**src/rtl/tl_axi_pkg.sv**
```systemverilog
// Shared AXI constants and types for the TL-UL to AXI4 write path.
package tl_axi_pkg;

    localparam logic [1:0] RESP_OKAY   = 2'b00;
    localparam logic [1:0] RESP_EXOKAY = 2'b01;
    localparam logic [1:0] RESP_SLVERR = 2'b10;
    localparam logic [1:0] RESP_DECERR = 2'b11;

    // Widest ID the command ring can hold; narrower IDs are zero-extended.
    localparam int CMD_ID_W = 32;

    typedef enum logic {
        W_IDLE  = 1'b0,
        W_BURST = 1'b1
    } w_state_t;

    typedef struct packed {
        logic [CMD_ID_W-1:0] id;
        logic [7:0]          len;
    } wr_cmd_t;

endpackage

```
**src/rtl/axi4_wr_data_resp.sv**
```systemverilog
// Issues AXI4 W beats for each accepted write command and retires the B
// response in order, returning an ID + error completion to the bridge.
module axi4_wr_data_resp
    import tl_axi_pkg::*;
#(
    parameter int DataWidth = 64,
    parameter int IdWidth   = 8,
    parameter int Depth     = 4
) (
    input  logic                   clk_i,
    input  logic                   rst_i,

    input  logic                   cmd_valid,
    output logic                   cmd_ready,
    input  logic [IdWidth-1:0]     cmd_id,
    input  logic [7:0]             cmd_len,

    input  logic                   wd_valid,
    output logic                   wd_ready,
    input  logic [DataWidth-1:0]   wd_data,
    input  logic [DataWidth/8-1:0] wd_strb,

    output logic [DataWidth-1:0]   axi_wdata,
    output logic [DataWidth/8-1:0] axi_wstrb,
    output logic                   axi_wlast,
    output logic                   axi_wvalid,
    input  logic                   axi_wready,

    input  logic [IdWidth-1:0]     axi_bid,
    input  logic [1:0]             axi_bresp,
    input  logic                   axi_bvalid,
    output logic                   axi_bready,

    output logic                   rsp_valid,
    input  logic                   rsp_ready,
    output logic [IdWidth-1:0]     rsp_id,
    output logic                   rsp_error,

    output logic                   err_proto
);

    localparam int AW = $clog2(Depth);
    localparam int PW = AW + 1;
    localparam logic [PW-1:0] DEPTH_P = PW'(Depth);

    logic [PW-1:0] wr_ptr, w_ptr, b_ptr;
    logic [PW-1:0] wr_ptr_nxt, w_ptr_nxt;
    wr_cmd_t       ring [Depth];
    w_state_t      w_state;
    logic [7:0]    beat_cnt;

    logic               rsp_valid_q, rsp_err_q, err_q;
    logic [IdWidth-1:0] rsp_id_q;

    logic          full, push, in_burst, beat_hs, last_hs, b_hs, b_has_w, id_mis, resp_err;
    logic [7:0]    w_len;
    wr_cmd_t       head;

    always_comb begin
        full      = (wr_ptr - b_ptr) == DEPTH_P;
        cmd_ready = !full && !rst_i;
        push      = cmd_valid && cmd_ready;

        in_burst   = (w_state == W_BURST) && !rst_i;
        w_len      = ring[w_ptr[AW-1:0]].len;
        axi_wvalid = wd_valid && in_burst;
        wd_ready   = axi_wready && in_burst;
        axi_wdata  = wd_data;
        axi_wstrb  = wd_strb;
        axi_wlast  = in_burst && (beat_cnt == w_len);
        beat_hs    = axi_wvalid && axi_wready;
        last_hs    = beat_hs && axi_wlast;

        axi_bready = !rst_i && (!rsp_valid_q || rsp_ready);
        b_hs       = axi_bvalid && axi_bready;
        head       = ring[b_ptr[AW-1:0]];
        b_has_w    = b_ptr != w_ptr;
        id_mis     = head.id != CMD_ID_W'(axi_bid);
        resp_err   = (axi_bresp == RESP_SLVERR) || (axi_bresp == RESP_DECERR);

        wr_ptr_nxt = wr_ptr + {{(PW-1){1'b0}}, push};
        w_ptr_nxt  = w_ptr + {{(PW-1){1'b0}}, last_hs};

        rsp_valid = rsp_valid_q && !rst_i;
        rsp_id    = rsp_id_q;
        rsp_error = rsp_err_q;
        err_proto = err_q && !rst_i;
    end

    // Ring payload needs no reset: entries are only read between b_ptr and wr_ptr.
    always_ff @(posedge clk_i) begin
        if (push) begin
            ring[wr_ptr[AW-1:0]] <= '{id: CMD_ID_W'(cmd_id), len: cmd_len};
        end
    end

    always_ff @(posedge clk_i) begin
        if (rst_i) begin
            wr_ptr      <= '0;
            w_ptr       <= '0;
            b_ptr       <= '0;
            beat_cnt    <= '0;
            w_state     <= W_IDLE;
            rsp_valid_q <= 1'b0;
            rsp_id_q    <= '0;
            rsp_err_q   <= 1'b0;
            err_q       <= 1'b0;
        end else begin
            wr_ptr  <= wr_ptr_nxt;
            w_ptr   <= w_ptr_nxt;
            w_state <= (w_ptr_nxt != wr_ptr_nxt) ? W_BURST : W_IDLE;

            if (last_hs) begin
                beat_cnt <= '0;
            end else if (beat_hs) begin
                beat_cnt <= beat_cnt + 8'd1;
            end

            err_q <= 1'b0;
            if (b_hs) begin
                rsp_valid_q <= 1'b1;
                if (b_has_w) begin
                    rsp_id_q  <= IdWidth'(head.id);
                    rsp_err_q <= resp_err || id_mis;
                    err_q     <= id_mis;
                    b_ptr     <= b_ptr + 1'b1;
                end else begin
                    // B with no completed W burst: report it, leave the ring alone.
                    rsp_id_q  <= axi_bid;
                    rsp_err_q <= 1'b1;
                    err_q     <= 1'b1;
                end
            end else if (rsp_valid_q && rsp_ready) begin
                rsp_valid_q <= 1'b0;
            end
        end
    end

endmodule

```
**config.mk**
```make
export PLATFORM = sky130hd
export DESIGN_NAME = axi4_wr_data_resp
export DESIGN_NICKNAME = d
export VERILOG_FILES = /design/src/rtl/tl_axi_pkg.sv /design/src/rtl/axi4_wr_data_resp.sv
export SDC_FILE = /design/constraint.sdc
export NUM_CORES = 1
export LEC_CHECK = 0
export BUFFER_PORTS_ARGS = -buffer_cell sky130_fd_sc_hd__buf_4
export CAP_MARGIN = 15
export CORE_MARGIN = 2
export CORE_UTILIZATION = 48
export DETAILED_ROUTE_END_ITERATION = 6
export HOLD_SLACK_MARGIN = 0.12
export PLACE_DENSITY = 0.8
export SETUP_SLACK_MARGIN = 0.5
export SYNTH_ARGS = -nofsm -noshare
export SYNTH_HDL_FRONTEND = slang
export SYNTH_SLANG_ARGS = --single-unit
```
**constraint.sdc**
```tcl
create_clock -name clk_i -period 3.8 [get_ports clk_i]
set_input_delay 0.57 -clock clk_i [delete_from_list [all_inputs] [get_ports clk_i]]
set_output_delay 0.57 -clock clk_i [all_outputs]
set_load 0.01 [all_outputs]
```
Yosys cells after proc, flatten, opt, wreduce, memory -nomap -nowiden
Memories as Yosys holds them, arrays and structs flattened. A register that Yosys moved wholly into a read port is not among the register bits.
Cells that the tools add are included.

word-level totals
  bits of input ports = 105
  register bits = 29
  memories kept = 1
  output and inout port bits = 88
  RAM bits = 64

cells by class
  mux-type cells = 11
  reductions and logical operators = 23
  $add $sub $neg = 5
  bitwise logic cells = 1
  equal/unequal tests = 7

memory list
  name  depth  width  read ports  clocked after Yosys merged registers in  write ports  RTL line                 source
  ring  4      16     2           2                                        1            axi4_wr_data_resp.sv:48  wr_cmd_t ring [Depth];

operators by type and width
  cell                                                            count
  32-bit by 8-bit inequality test with 1-bit output               1
  1-bit logical AND                                               13
  8-bit by 1-bit adder with 8-bit output (second input constant)  1
  8-bit == test                                                   1
  8-bit 2-to-1 mux                                                1
  1-bit 2-to-1 mux                                                7
  3-bit by 1-bit adder with 3-bit output                          2
  2-bit 2-to-1 mux                                                3
  3-bit inequality test                                           2
  2-bit == test (second input constant)                           2
  2-bit OR reduction                                              2
  3-bit by 1-bit adder with 3-bit output (second input constant)  1
  3-bit == test (second input constant)                           1
  1-bit logical NOT                                               3
  1-bit logical OR                                                3
  3-bit subtractor                                                1
  2-bit AND reduction                                             1
  2-bit nonzero test                                              1
  1-bit inverter                                                  1

Logic depth before layout (Yosys ltp)
  depth in word-level cells = 8
  mapped depth = 11

Least setup slack after synthesis
Ideal clock, no wire load.

  path kind = register to register
  from = register wr_ptr[0]
  to = memory ring[0][0] (netlist name), enable pin
  clock period less this slack = 3.019 ns
  data arrival time = 2.606 ns
  required time = 3.387 ns
  setup time = 0.413 ns
  path slack = 0.781 ns
  buffers on the path = 0
  cell stages (with the launch flop) = 8
  path through = dfxtp_1 > inv_1 > ha_1 > nor2b_1 > xnor2_1 > a31oi_1 > and2_1 > nor3b_1

on the way
  word-level cells in the longest chain between the ends = 7

ends and longest elaborated chain
  what                                    RTL line                  source
  start: declaration                      axi4_wr_data_resp.sv:46   logic [PW-1:0] wr_ptr, w_ptr, b_ptr;
  start signal: assignment                axi4_wr_data_resp.sv:109  wr_ptr <= wr_ptr_nxt;
  3-bit subtractor                        axi4_wr_data_resp.sv:60   full = (wr_ptr - b_ptr) == DEPTH_P;
  3-bit == test                           axi4_wr_data_resp.sv:60
  1-bit logical NOT                       axi4_wr_data_resp.sv:61   cmd_ready = !full && !rst_i;
  1-bit logical AND                       axi4_wr_data_resp.sv:61
  named net cmd_ready                     axi4_wr_data_resp.sv:14   output logic cmd_ready,
  1-bit logical AND                       axi4_wr_data_resp.sv:62   push = cmd_valid && cmd_ready;
  1-bit 2-to-1 mux                        axi4_wr_data_resp.sv:92   if (push) begin
  1-bit 2-to-1 mux (not written as such)  axi4_wr_data_resp.sv:93   ring[wr_ptr[AW-1:0]] <= '{id: CMD_ID_W'(cmd_id), len: cmd_len};
  end: declaration                        axi4_wr_data_resp.sv:48

The timed path passes the listed nets, and every way through them passes these cells.

==> results.json <==
{
  "status": "finished, final reports clean",
  "setup_viol": 0,
  "power.switching_mw": 0.456,
  "worst-endpoint-arrival_ns": 2.40,
  "worstReg2RegEnd": "w_state$_SDFF_PP0_",
  "share_clk_of_total_power": 0.329,
  "synth_compound_area_frac": 0.0256,
  "num_rows": 35,
  "coreArea_um2": 9150,
  "worst_pin_slew_ns": 0.527,
  "drtAntennaViolNets": 0,
  "worstHoldEndpoint": "ring[0][6]$_DFFE_PP_",
  "path_buf_inv": 1,
  "wl_met2_um": 5680,
  "gr-total-overflow": 0,
  "async_flop_share": 0,
  "drv_slew": 0,
  "grtUsageTotal": 0.207,
  "gp_congestion": 0.824,
  "nNetsFinal": 432,
  "hold_class": "input port to register",
  "grt_antenna_before_repair": 0,
  "ys_seq_elements": 95,
  "cts_root_buffer": "clkbuf_8",
  "synth_xor_area_frac": 0.0584,
  "syn_nets": 453,
  "synth-adder-area-share": 0.0222,
  "p_seq_frac": 0.601,
  "rsz0062_at_grt": "false",
  "drt-initial-drc-count": 83,
  "cp_max_fo": 10,
  "cp_top_family": "multiplexers",
  "die_y_um": 101,
  "finalCritPeriodShare": 0.781,
  "drc": 0,
  "power_per_cell_area_nw_per_um2": 412,
  "synth-simple-area-share": 0.0934,
  "diodes": 0,
  "critPathLaunchType": "register",
  "finalHoldViolCount": 0,
  "cts_num_sinks": 95,
  "clockBufferDepth": 2,
  "wire_per_inst_um": 24.7,
  "synthToLayoutAreaGrowth_pct": 2.86,
  "avgSynthCellArea_um2": 13.2,
  "fmax_mhz": 337,
  "yosysTopAreaCellShare": 0.427,
  "min_from": "cmd_len[6]",
  "cp.depth": 5,
  "dr_wl_met3_um": 1790,
  "routedLengthMet1_um": 3070,
  "grt_pass1_wl_um": 14600,
  "die_area_um2": 10200,
  "h-tree-depth": 3,
  "synthMuxAreaShare": 0.100,
  "cts_setup_buffers": 0,
  "cts_tree": "done",
  "synth.largest_area_cell": "edfxtp_1",
  "r2r_start": "w_ptr[0]$_SDFF_PP0_",
  "wirelength_um": 10800,
  "clk_pin_slew_ns": 0.10,
  "relSlewSlack": 0.647,
  "holdBufCountCts": 0,
  "drive_above_1_share": 0.287,
  "reg2reg_slack_ns": 1.01,
  "whs_path_depth": 1,
  "maxCapViolations": 0,
  "synth_edf_count": 64,
  "synthCells": 340,
  "cts_made_buffers": 9,
  "top_layer": "met4",
  "synth.most_common_cell": "buf_4",
  "p_sw_frac": 0.239,
  "finalSetupTns_ns": 0,
  "synth-seq-area-share": 0.565,
  "internal_power_mw": 1.45,
  "critPathRequiredTime_ns": 3.23,
  "io_pins": 193,
  "end_kind": "output port",
  "synth_ff_type": "edfxtp_1",
  "path_cells": "mux4_2 -> xnor2_1 -> nand4_2 -> nor3_4 -> buf_4",
  "fin_crit_ns": 2.97,
  "cpPeakStageDelay_ns": 0.57,
  "power_frac_comb": 0.070,
  "clock_latency_ns": 0.36,
  "dieWidth_um": 101,
  "viasPerCell": 5.34,
  "synth.area.top_cells": "edfxtp_1 (43%), dfxtp_1 (14%), buf_4 (12%)",
  "ys_warn_count": 0,
  "grt_start_max_net_pins": 29,
  "dr.pass1.iters": 5,
  "critical_path_class": "register to output port",
  "clock_skew_ns": 0.00719,
  "num_vias": 2322,
  "synth_top_family_by_area": "buffers and inverters",
  "place_hpwl_um": 8740,
  "ff2ff_path_depth": 9,
  "port_buffers": 47,
  "power_mw": 1.91,
  "ir_worst_vdd_mv": 0.271,
  "synth_commonest_cells": "buf_4 (72), edfxtp_1 (64), dfxtp_1 (31)",
  "grt_pass1_vias": 2306,
  "syn_area_um2": 4500,
  "cellLeakagePower_nw": 1.60,
  "start_util": 0.492,
  "synth_cell_types": 35,
  "cp_slowest_cell": "mux4_2"
}
-- placed cells by master (no fill, tap or decap), types with 2 or more instances in the layout --
cell type	n
a31oi_1	3
nor2b_1	10
inv_8	3
and2_1	3
buf_4	51
a21oi_1	5
nor2_1	13
or3b_1	2
edfxtp_1	64
xor2_1	9
nor3_1	3
nand2_1	14
inv_1	5
dfxtp_1	30
mux2i_1	9
or3_1	4
xnor2_1	21
clkbuf_8	9
nor3b_2	2
ha_1	8
nand3_1	14
o21ai_0	8
inv_6	2
nor4_2	2
mux4_2	16
a21o_1	3
-- state kept, by name, summed over array words and instances (netlist names), named ones only --
signal       count
b_ptr            3
beat_cnt         8
err_q            1
ring            64
rsp_error        1
rsp_id           8
rsp_valid_q      1
w_ptr            3
w_state          1
wr_ptr           3
-- worst register-to-register path, cell delays in order (launching register included) --
cell and delay (ns):
dfxtp_2 0.55, mux4_2 0.57, xnor2_1 0.18, nand4_2 0.18
nor4_2 0.41, ha_1 0.23, ha_1 0.15, xnor2_1 0.16
xnor2_1 0.15, a31oi_1 0.09
-- what timing repair did --
item | in CTS | in global routing
resized for setup | 0 | 1
endpoints found under the setup margin | 0 | 1
endpoints found under the hold margin | 0 | 0
-- layer usage --
metal	track usage	up-vias
met5	0	-
met4	0.0896	0
met3	0.135	13
met2	0.363	108
met1	0.185	1103
li1	-	1098
-- stage by stage --
| stage | cell area (um^2) | worst slack (ns) | util | cells | hold WS [ns] |
|---|---|---|---|---|---|
| 2_1_floorplan | 4500 | 0.781 | - | 340 | 0.473 |
| 5_1_grt | 4630 | 0.697 | 0.506 | 435 | 0.383 |
| 6_report | 4630 | 0.833 | 0.506 | 435 | 0.404 |
| 4_1_cts | 4630 | 0.566 | 0.506 | 435 | 0.392 |
| 3_5_place_dp | 4440 | 0.812 | 0.485 | 419 | 0.463 |
| 3_3_place_gp | 4440 | 0.838 | 0.485 | 419 | 0.464 |
-- cells by family (layout without fill, tap and decap cells) --
group / Yosys count / in the layout
flip-flops: 95 / 95
buffers and inverters: 88 / 72
AND/OR/NAND/NOR: 74 / 74
XOR/XNOR: 30 / 30
multiplexers: 25 / 25
AO/OA/AOI/OAI: 20 / 20
adder cells (fa/ha/maj): 8 / 8
-- cell type report --
type                            count  area [um^2]
Inverter                            5         18.8
Multi-Input combinational cell    157         1360
Timing Repair Buffer               51          383
Clock inverter                      7         63.8
Clock buffer                        9          124
Sequential cell                    95         2540
Tap cell                          111          139
Fill cell                         755         4520
-- worst max path at each step --
stage / end / slack [ns] / start
floorplan: ring[0][0]$_DFFE_PP_ / 0.78 / wr_ptr[0]$_SDFF_PP0_
global placement: w_state$_SDFF_PP0_ / 0.84 / w_ptr[0]$_SDFF_PP0_
detailed placement: w_state$_SDFF_PP0_ / 0.81 / w_ptr[0]$_SDFF_PP0_
CTS: axi_wlast / 0.57 / w_ptr[0]$_SDFF_PP0_
global route: axi_wlast / 0.70 / w_ptr[0]$_SDFF_PP0_
finish: axi_wlast / 0.83 / w_ptr[0]$_SDFF_PP0_
-- power by group through the flow --
stage | combinational (mW) | clock [mW] | sequential, mW
after floorplan | 0.145 | 0 | 1.17
final | 0.134 | 0.628 | 1.15
after global placement | 0.130 | 0 | 1.17
after detailed placement | 0.136 | 0 | 1.17
after global routing | 0.148 | 0.684 | 1.15
after CTS | 0.136 | 0.644 | 1.15
Note: power is estimated with default switching activity, not from simulation.
